File: src/rtl/tx_arb_pkg.sv
// Shared types and helpers for the UART sender arbiter.
package tx_arb_pkg;

    // Arbiter FSM state encoding
    typedef enum logic [1:0] {
        ST_IDLE      = 2'd0,
        ST_ISSUE     = 2'd1,
        ST_WAIT_BUSY = 2'd2,
        ST_WAIT_DONE = 2'd3
    } arb_state_t;

    // Number of UART bytes that fit in one data word
    function automatic int unsigned max_bytes(input int unsigned word_size,
                                              input int unsigned data_width);
        return word_size / data_width;
    endfunction

    // A byte count is legal when it is 1..max_b
    function automatic logic size_legal(input int unsigned size,
                                        input int unsigned max_b);
        return (size != 0) && (size <= max_b);
    endfunction

endpackage

File: src/rtl/tx_sender_arbiter_rr_priority_pick.sv
// Combinational round-robin pick: first set request after last, wrapping.
module rr_priority_pick #(
    parameter int unsigned N = 3,
    parameter int unsigned W = 2
) (
    input  logic [N-1:0] req,
    input  logic [W-1:0] last,
    output logic [W-1:0] winner,
    output logic         found
);

    logic [W-1:0] cand;

    // Scan from farthest offset to nearest so the nearest hit is kept
    always_comb begin
        winner = '0;
        found  = 1'b0;
        cand   = '0;
        for (int i = int'(N); i > 0; i--) begin
            cand = W'((32'(last) + 32'(i)) % N);
            if (req[cand]) begin
                winner = cand;
                found  = 1'b1;
            end
        end
    end

endmodule

File: src/rtl/tx_sender_arbiter.sv
// Round-robin sharing of the UART status/data sender between requesters.
module tx_sender_arbiter
    import tx_arb_pkg::*;
#(
    parameter int unsigned N_REQ          = 3,
    parameter int unsigned WORD_SIZE      = 32,
    parameter int unsigned SIZE_WORD      = 3,
    parameter int unsigned DATA_WIDTH     = 8,
    parameter int unsigned TIMEOUT_CYCLES = 64,
    parameter int unsigned GRANT_W        = $clog2(N_REQ)
) (
    input  logic                       clk,
    input  logic                       rst,
    input  logic [N_REQ-1:0]           req_valid,
    input  logic [N_REQ*WORD_SIZE-1:0] req_data,
    input  logic [N_REQ*SIZE_WORD-1:0] req_size,
    output logic [N_REQ-1:0]           req_ack,
    output logic                       req_err,
    input  logic                       busy_sender,
    output logic                       valid_data,
    output logic [WORD_SIZE-1:0]       data_to_send,
    output logic [SIZE_WORD-1:0]       size_of_data,
    output logic [GRANT_W-1:0]         grant_id,
    output logic                       active,
    input  logic                       err_clr,
    output logic                       timeout_err,
    output logic                       size_err
);

    localparam int unsigned MAX_B = max_bytes(WORD_SIZE, DATA_WIDTH);
    localparam int unsigned CNT_W = $clog2(TIMEOUT_CYCLES);

    arb_state_t           state_q, state_d;
    logic [GRANT_W-1:0]   last_q, last_d;
    logic [CNT_W-1:0]     cnt_q, cnt_d;
    logic [N_REQ-1:0]     ack_q, ack_d;
    logic                 err_q, err_d;
    logic                 vd_q, vd_d;
    logic [WORD_SIZE-1:0] data_q, data_d;
    logic [SIZE_WORD-1:0] size_q, size_d;
    logic [GRANT_W-1:0]   gid_q, gid_d;
    logic                 act_q;
    logic                 terr_q, terr_d;
    logic                 serr_q, serr_d;

    logic [GRANT_W-1:0]   win;
    logic                 found;
    logic [WORD_SIZE-1:0] win_data;
    logic [SIZE_WORD-1:0] win_size;

    rr_priority_pick #(
        .N (N_REQ),
        .W (GRANT_W)
    ) u_pick (
        .req    (req_valid),
        .last   (last_q),
        .winner (win),
        .found  (found)
    );

    // Word and byte count of the current round-robin winner
    assign win_data = WORD_SIZE'(req_data >> (32'(win) * WORD_SIZE));
    assign win_size = SIZE_WORD'(req_size >> (32'(win) * SIZE_WORD));

    // Next-state and next-output logic; arbitration is held off during an ack cycle
    always_comb begin
        state_d = state_q;
        last_d  = last_q;
        cnt_d   = cnt_q;
        ack_d   = '0;
        err_d   = 1'b0;
        vd_d    = 1'b0;
        data_d  = data_q;
        size_d  = size_q;
        gid_d   = gid_q;
        terr_d  = terr_q & ~err_clr;
        serr_d  = serr_q & ~err_clr;

        unique case (state_q)
            ST_IDLE: begin
                if (found && !busy_sender && !(|ack_q)) begin
                    if (size_legal(32'(win_size), MAX_B)) begin
                        data_d  = win_data;
                        size_d  = win_size;
                        gid_d   = win;
                        vd_d    = 1'b1;
                        state_d = ST_ISSUE;
                    end else begin
                        ack_d  = N_REQ'(1) << win;
                        err_d  = 1'b1;
                        serr_d = 1'b1;
                        last_d = win;
                    end
                end
            end
            ST_ISSUE: begin
                cnt_d   = '0;
                state_d = ST_WAIT_BUSY;
            end
            ST_WAIT_BUSY: begin
                if (busy_sender) begin
                    state_d = ST_WAIT_DONE;
                end else if (cnt_q == CNT_W'(TIMEOUT_CYCLES - 2)) begin
                    ack_d   = N_REQ'(1) << gid_q;
                    err_d   = 1'b1;
                    terr_d  = 1'b1;
                    last_d  = gid_q;
                    state_d = ST_IDLE;
                end else begin
                    cnt_d = cnt_q + 1'b1;
                end
            end
            ST_WAIT_DONE: begin
                if (!busy_sender) begin
                    ack_d   = N_REQ'(1) << gid_q;
                    last_d  = gid_q;
                    state_d = ST_IDLE;
                end
            end
            default: state_d = ST_IDLE;
        endcase
    end

    // State and registered outputs
    always_ff @(posedge clk or negedge rst) begin
        if (!rst) begin
            state_q <= ST_IDLE;
            last_q  <= GRANT_W'(N_REQ - 1);
            cnt_q   <= '0;
            ack_q   <= '0;
            err_q   <= 1'b0;
            vd_q    <= 1'b0;
            data_q  <= '0;
            size_q  <= '0;
            gid_q   <= '0;
            act_q   <= 1'b0;
            terr_q  <= 1'b0;
            serr_q  <= 1'b0;
        end else begin
            state_q <= state_d;
            last_q  <= last_d;
            cnt_q   <= cnt_d;
            ack_q   <= ack_d;
            err_q   <= err_d;
            vd_q    <= vd_d;
            data_q  <= data_d;
            size_q  <= size_d;
            gid_q   <= gid_d;
            act_q   <= (state_d != ST_IDLE);
            terr_q  <= terr_d;
            serr_q  <= serr_d;
        end
    end

    assign req_ack      = ack_q;
    assign req_err      = err_q;
    assign valid_data   = vd_q;
    assign data_to_send = data_q;
    assign size_of_data = size_q;
    assign grant_id     = gid_q;
    assign active       = act_q;
    assign timeout_err  = terr_q;
    assign size_err     = serr_q;

endmodule

File: config.mk
export PLATFORM = sky130hd
export DESIGN_NAME = tx_sender_arbiter
export DESIGN_NICKNAME = d
export VERILOG_FILES = /design/src/rtl/tx_arb_pkg.sv /design/src/rtl/tx_sender_arbiter_rr_priority_pick.sv /design/src/rtl/tx_sender_arbiter.sv
export SDC_FILE = /design/constraint.sdc
export NUM_CORES = 1
export LEC_CHECK = 0
export BUFFER_PORTS_ARGS = -buffer_cell sky130_fd_sc_hd__clkbuf_2
export CAP_MARGIN = 20
export CORE_MARGIN = 3
export CORE_UTILIZATION = 50
export DETAILED_ROUTE_END_ITERATION = 12
export GPL_TIMING_DRIVEN = 0
export PLACE_DENSITY_LB_ADDON = 0.2
export SYNTH_ARGS = -nofsm -noshare
export SYNTH_HDL_FRONTEND = slang
export SYNTH_SLANG_ARGS = --single-unit
export TNS_END_PERCENT = 100
File: constraint.sdc
create_clock -name clk -period 6.35 [get_ports clk]
set_input_delay 1.27 -clock clk [delete_from_list [all_inputs] [get_ports clk]]
set_output_delay 1.27 -clock clk [all_outputs]
set_load 0.01 [all_outputs]
==> impl_metrics.prom <==
# TYPE chip_impl_metric gauge
chip_impl_metric{name="totalPowerFinal",unit="mW"} 1.974
chip_impl_metric{name="synthAdderAreaFrac",unit=""} 0.02249
chip_impl_metric{name="drive_above_1_share",unit=""} 0.4057
chip_impl_metric{name="fin_crit_sh",unit=""} 0.5418
chip_impl_metric{name="fin_crit",unit="ns"} 3.441
chip_impl_info{name="yosys_most_used_dff",value="dfrtp_1"} 1
chip_impl_metric{name="internal_power",unit="mW"} 1.075
chip_impl_metric{name="wire_per_inst",unit="microns"} 14.31
chip_impl_metric{name="syn_area_per_cell",unit="sq um"} 9.146
chip_impl_metric{name="first_iter_violations",unit=""} 136
chip_impl_info{name="result_of_the_run",value="completed"} 1
chip_impl_metric{name="worst_setup_hold_path_clk_slew",unit="ns"} 0.09
chip_impl_metric{name="post_syn_nets",unit=""} 483
chip_impl_metric{name="grt-ovfl-total",unit=""} 0
chip_impl_metric{name="overall_track_demand_over_capacity_in_global_routing",unit=""} 0.2324
chip_impl_metric{name="timing.max_cap.violations",unit=""} 0
chip_impl_metric{name="syn-cell-area",unit="sq um"} 3338
chip_impl_metric{name="pin_count_of_the_biggest_net_entering_global_routing",unit=""} 31
chip_impl_info{name="endpoint_kind",value="flip-flop"} 1
chip_impl_metric{name="num-nets-final",unit=""} 647
chip_impl_metric{name="synthArstFlopShare",unit=""} 1.000
chip_impl_metric{name="timing_hold_violations_final",unit=""} 0
chip_impl_metric{name="number_of_global_route_vias_before_repair",unit=""} 3102
chip_impl_metric{name="critical_path.max_stage_delay",unit="ns"} 0.38
chip_impl_metric{name="clock_sinks",unit=""} 55
chip_impl_metric{name="pwr-share-clk",unit=""} 0.096
chip_impl_metric{name="avgViaCountPerCell",unit=""} 5.189
chip_impl_info{name="crit_chain",value="clkbuf_2 > and3b_1 > o2111ai_1 > o2111ai_1 > buf_4 > and3_4 > or3b_1 > mux2_2 > buf_6 > buf_4 > nand2_1 > o21ai_2"} 1
chip_impl_metric{name="sum_of_routed_wire_length_over_all_layers",unit="mm"} 8.684
chip_impl_metric{name="achievable-frequency",unit="MHz"} 290.6
chip_impl_metric{name="ys.warnings.count",unit=""} 0
chip_impl_metric{name="synth-edff-count",unit=""} 0
chip_impl_metric{name="synth-compound-area-share",unit=""} 0.2043
chip_impl_metric{name="synthesis.instances",unit=""} 365
chip_impl_metric{name="pin_count",unit=""} 157
chip_impl_metric{name="seq_power_share",unit=""} 0.295
chip_impl_metric{name="htree_num_levels",unit=""} 2
chip_impl_metric{name="swShare",unit=""} 0.4553
chip_impl_metric{name="gp_congestion",unit=""} 0.7516
chip_impl_metric{name="synth_simple_gate_area_frac",unit=""} 0.1675
chip_impl_metric{name="drt-pass1-iter-count",unit=""} 4
chip_impl_metric{name="die_y",unit="microns"} 87.71
chip_impl_metric{name="antenna_cells_inserted",unit=""} 0
chip_impl_metric{name="crit_arrival",unit="ns"} 3.64
chip_impl_metric{name="post_cts_resized",unit=""} 0
chip_impl_metric{name="placeableCoreArea",unit="sq um"} 6422
chip_impl_metric{name="power.static_leakage",unit="nW"} 2.303
chip_impl_metric{name="worstMarginPinSlew",unit="ns"} 0.7466
chip_impl_metric{name="grt_pass1_wl",unit="mm"} 14.10
chip_impl_metric{name="postRouteAntennaNets",unit=""} 0
chip_impl_metric{name="worst_slew_margin_rel",unit=""} 0.5023
chip_impl_metric{name="num_rows",unit=""} 29
chip_impl_metric{name="total_switching_power",unit="mW"} 0.8989
chip_impl_metric{name="cts_max_path_buffers",unit=""} 2
chip_impl_metric{name="die_w",unit="microns"} 87.71
chip_impl_info{name="type_of_the_worst_setup_path",value="in -> reg"} 1
chip_impl_metric{name="initial_utilization",unit=""} 0.5198
chip_impl_info{name="final_cell_mix",value="clkbuf_2, nand2_1, dfrtp_1, o21ai_0, mux2i_1"} 1
chip_impl_info{name="timing.critical_path.slowest_stage_cell",value="or3b_1"} 1
chip_impl_metric{name="dpl_cell_area",unit="sq um"} 4235
chip_impl_info{name="mostFrequentLayoutCell",value="clkbuf_2"} 1
chip_impl_metric{name="setup_total_negative_slack",unit="ns"} 0
chip_impl_metric{name="post_synth_xor_area_fraction",unit=""} 0.01312
chip_impl_metric{name="area_growth_syn_to_layout",unit="%"} 29.42
chip_impl_metric{name="cts-buffers-inserted",unit=""} 5
chip_impl_info{name="cp-start-kind",value="input pin"} 1
chip_impl_info{name="setup_repair_after_global_routing_missed_its_margin",value="no"} 1
chip_impl_metric{name="clkLatencyLatePin",unit="ns"} 0.30
chip_impl_metric{name="ctsHoldBuffers",unit=""} 0
chip_impl_metric{name="detailed_place_hpwl",unit="mm"} 7.099
chip_impl_metric{name="via_count",unit=""} 3150
chip_impl_metric{name="fin_skew",unit="ns"} 0.004330
chip_impl_metric{name="synth-seq-area-share",unit=""} 0.4127
chip_impl_metric{name="drt_drc_violations_left",unit=""} 0
chip_impl_metric{name="post_cts_buffers",unit=""} 0
chip_impl_metric{name="postSynthRegisterBits",unit=""} 55
chip_impl_metric{name="setup-violations-final",unit=""} 0
chip_impl_metric{name="number_of_library_cell_types_mapped_by_synthesis",unit=""} 48
chip_impl_metric{name="crit_required",unit="ns"} 6.55
chip_impl_metric{name="fin_max_slew_vios",unit=""} 0
chip_impl_metric{name="numPortBuffers",unit=""} 156
chip_impl_metric{name="floorplan.die_area",unit="sq um"} 7693
chip_impl_metric{name="max-vdd-ir-drop",unit="mV"} 0.2479
chip_impl_info{name="largest_family_of_logic_cells_by_synthesized_area",value="compound AO/OA/AOI/OAI gates"} 1
chip_impl_metric{name="finish.instance_area",unit="sq um"} 4320
chip_impl_metric{name="yosys-mux-area-fraction",unit=""} 0.1214
chip_impl_metric{name="power_per_cell_area",unit="nW/um^2"} 457.0
chip_impl_info{name="tritoncts",value="built"} 1
chip_impl_info{name="hold_path.class",value="reg -> reg"} 1
chip_impl_metric{name="worstPathMaxFanout",unit=""} 10
chip_impl_metric{name="number_of_antenna_violations_at_the_first_check_in_global_routing",unit=""} 0
chip_impl_info{name="cts_root_buf",value="clkbuf_8"} 1
chip_impl_metric{name="comb_power_share",unit=""} 0.610
==> kinds of logic (layout without fill, tap and decap cells) <==
kind of cell | count (synthesis) | count (layout)
adder cells (fa/ha/maj) | 6 | 6
AO/OA/AOI/OAI | 99 | 99
flip-flops | 55 | 55
XOR/XNOR | 5 | 5
buffers and inverters | 34 | 199
AND/OR/NAND/NOR | 126 | 126
multiplexers | 40 | 40
==> path summary, 6_finish.rpt <==
kind / start / end / slack (ns) / cells past startpoint
setup reg to reg: last_q[0] / data_to_send[8] / 2.98 / 13
hold / removal: data_to_send[3] / data_to_send[3] / 0.49 / 2
min in group asynchronous: rst / timeout_err / 0.99 / 1
setup / recovery: req_valid[2] / data_to_send[8] / 2.91 / 12
hold reg to reg: data_to_send[3] / data_to_send[3] / 0.49 / 2
max in group asynchronous: rst / last_q[1] / 4.70 / 2
==> cell type report <==
| class | count | area, sq um |
|---|---|---|
| multi-input cells | 276 | 1765 |
| clock buffers | 6 | 72.57 |
| plain buffers | 23 | 153.9 |
| fillers | 538 | 2102 |
| flip-flops and latches | 55 | 1378 |
| well taps | 77 | 96.34 |
| inverters | 11 | 41.29 |
| repair buffers | 157 | 800.8 |
| clock inverters | 2 | 12.51 |
==> per-stage QoR <==
step | setup slack, ns | utilization | std cells | hold WS [ns]
final | 2.909 | 0.6727 | 607 | 0.4852
after global routing | 2.755 | 0.6727 | 607 | 0.5102
after CTS | 2.942 | 0.6727 | 607 | 0.4878
after detailed placement | 2.633 | 0.6595 | 599 | 0.4663
after global placement | 2.653 | 0.6563 | 598 | 0.4620
after floorplan | 2.991 | - | 365 | 0.5052
==> power groups by stage <==
stage	clock network [mW]	logic [mW]	registers, mW
3_3_place_gp	0	1.18	0.582
3_5_place_dp	0	1.22	0.587
4_1_cts	0.192	1.22	0.583
6_report	0.189	1.20	0.582
5_1_grt	0.207	1.34	0.601
2_1_floorplan	0	0.814	0.628
==> state kept, by name, indices dropped and copies added, names as in the netlist, 2 cells and up <==
signal        count
data_to_send     32
state_q           2
size_of_data      3
last_q            2
cnt_q             6
grant_id          2
req_ack           3
==> per-layer routing <==
metal	share of wire	vias up	GRT usage
met1	0.39	1451	0.2806
met5	0	-	0
met2	0.53	99	0.4192
li1	-	1589	-
met4	0.013	0	0.05300
met3	0.062	11	0.05456
==> critical path, delay by kind of cell <==
kind | cells | cell delay [ns]
simple gates | 4 | 0.90
compound gates | 3 | 0.49
mux | 1 | 0.28
buf+inv | 4 | 0.68
==> cells in the mapped netlist (all sizes together), types with 2 or more instances <==
library cell,instances,area (sq um)
a21oi,5,25.02
a221oi,2,30.03
and2,3,18.77
and3,2,17.52
and3b,2,17.52
buf,14,120.1
clkbuf,9,33.78
dfrtp,54,1351
ha,6,75.07
inv,11,41.29
mux2,4,45.04
mux2i,36,360.4
nand2,79,296.5
nand2b,4,25.02
nand3,6,30.03
nand4,2,12.51
nor2,15,56.30
nor2b,8,50.05
o2111ai,3,26.28
o21ai,74,483.0
o22ai,2,12.51
o31ai,2,15.01
or2,2,12.52
xnor2,2,17.52
xor2,3,26.28
No activity file was read; power rests on OpenSTA's default activity.
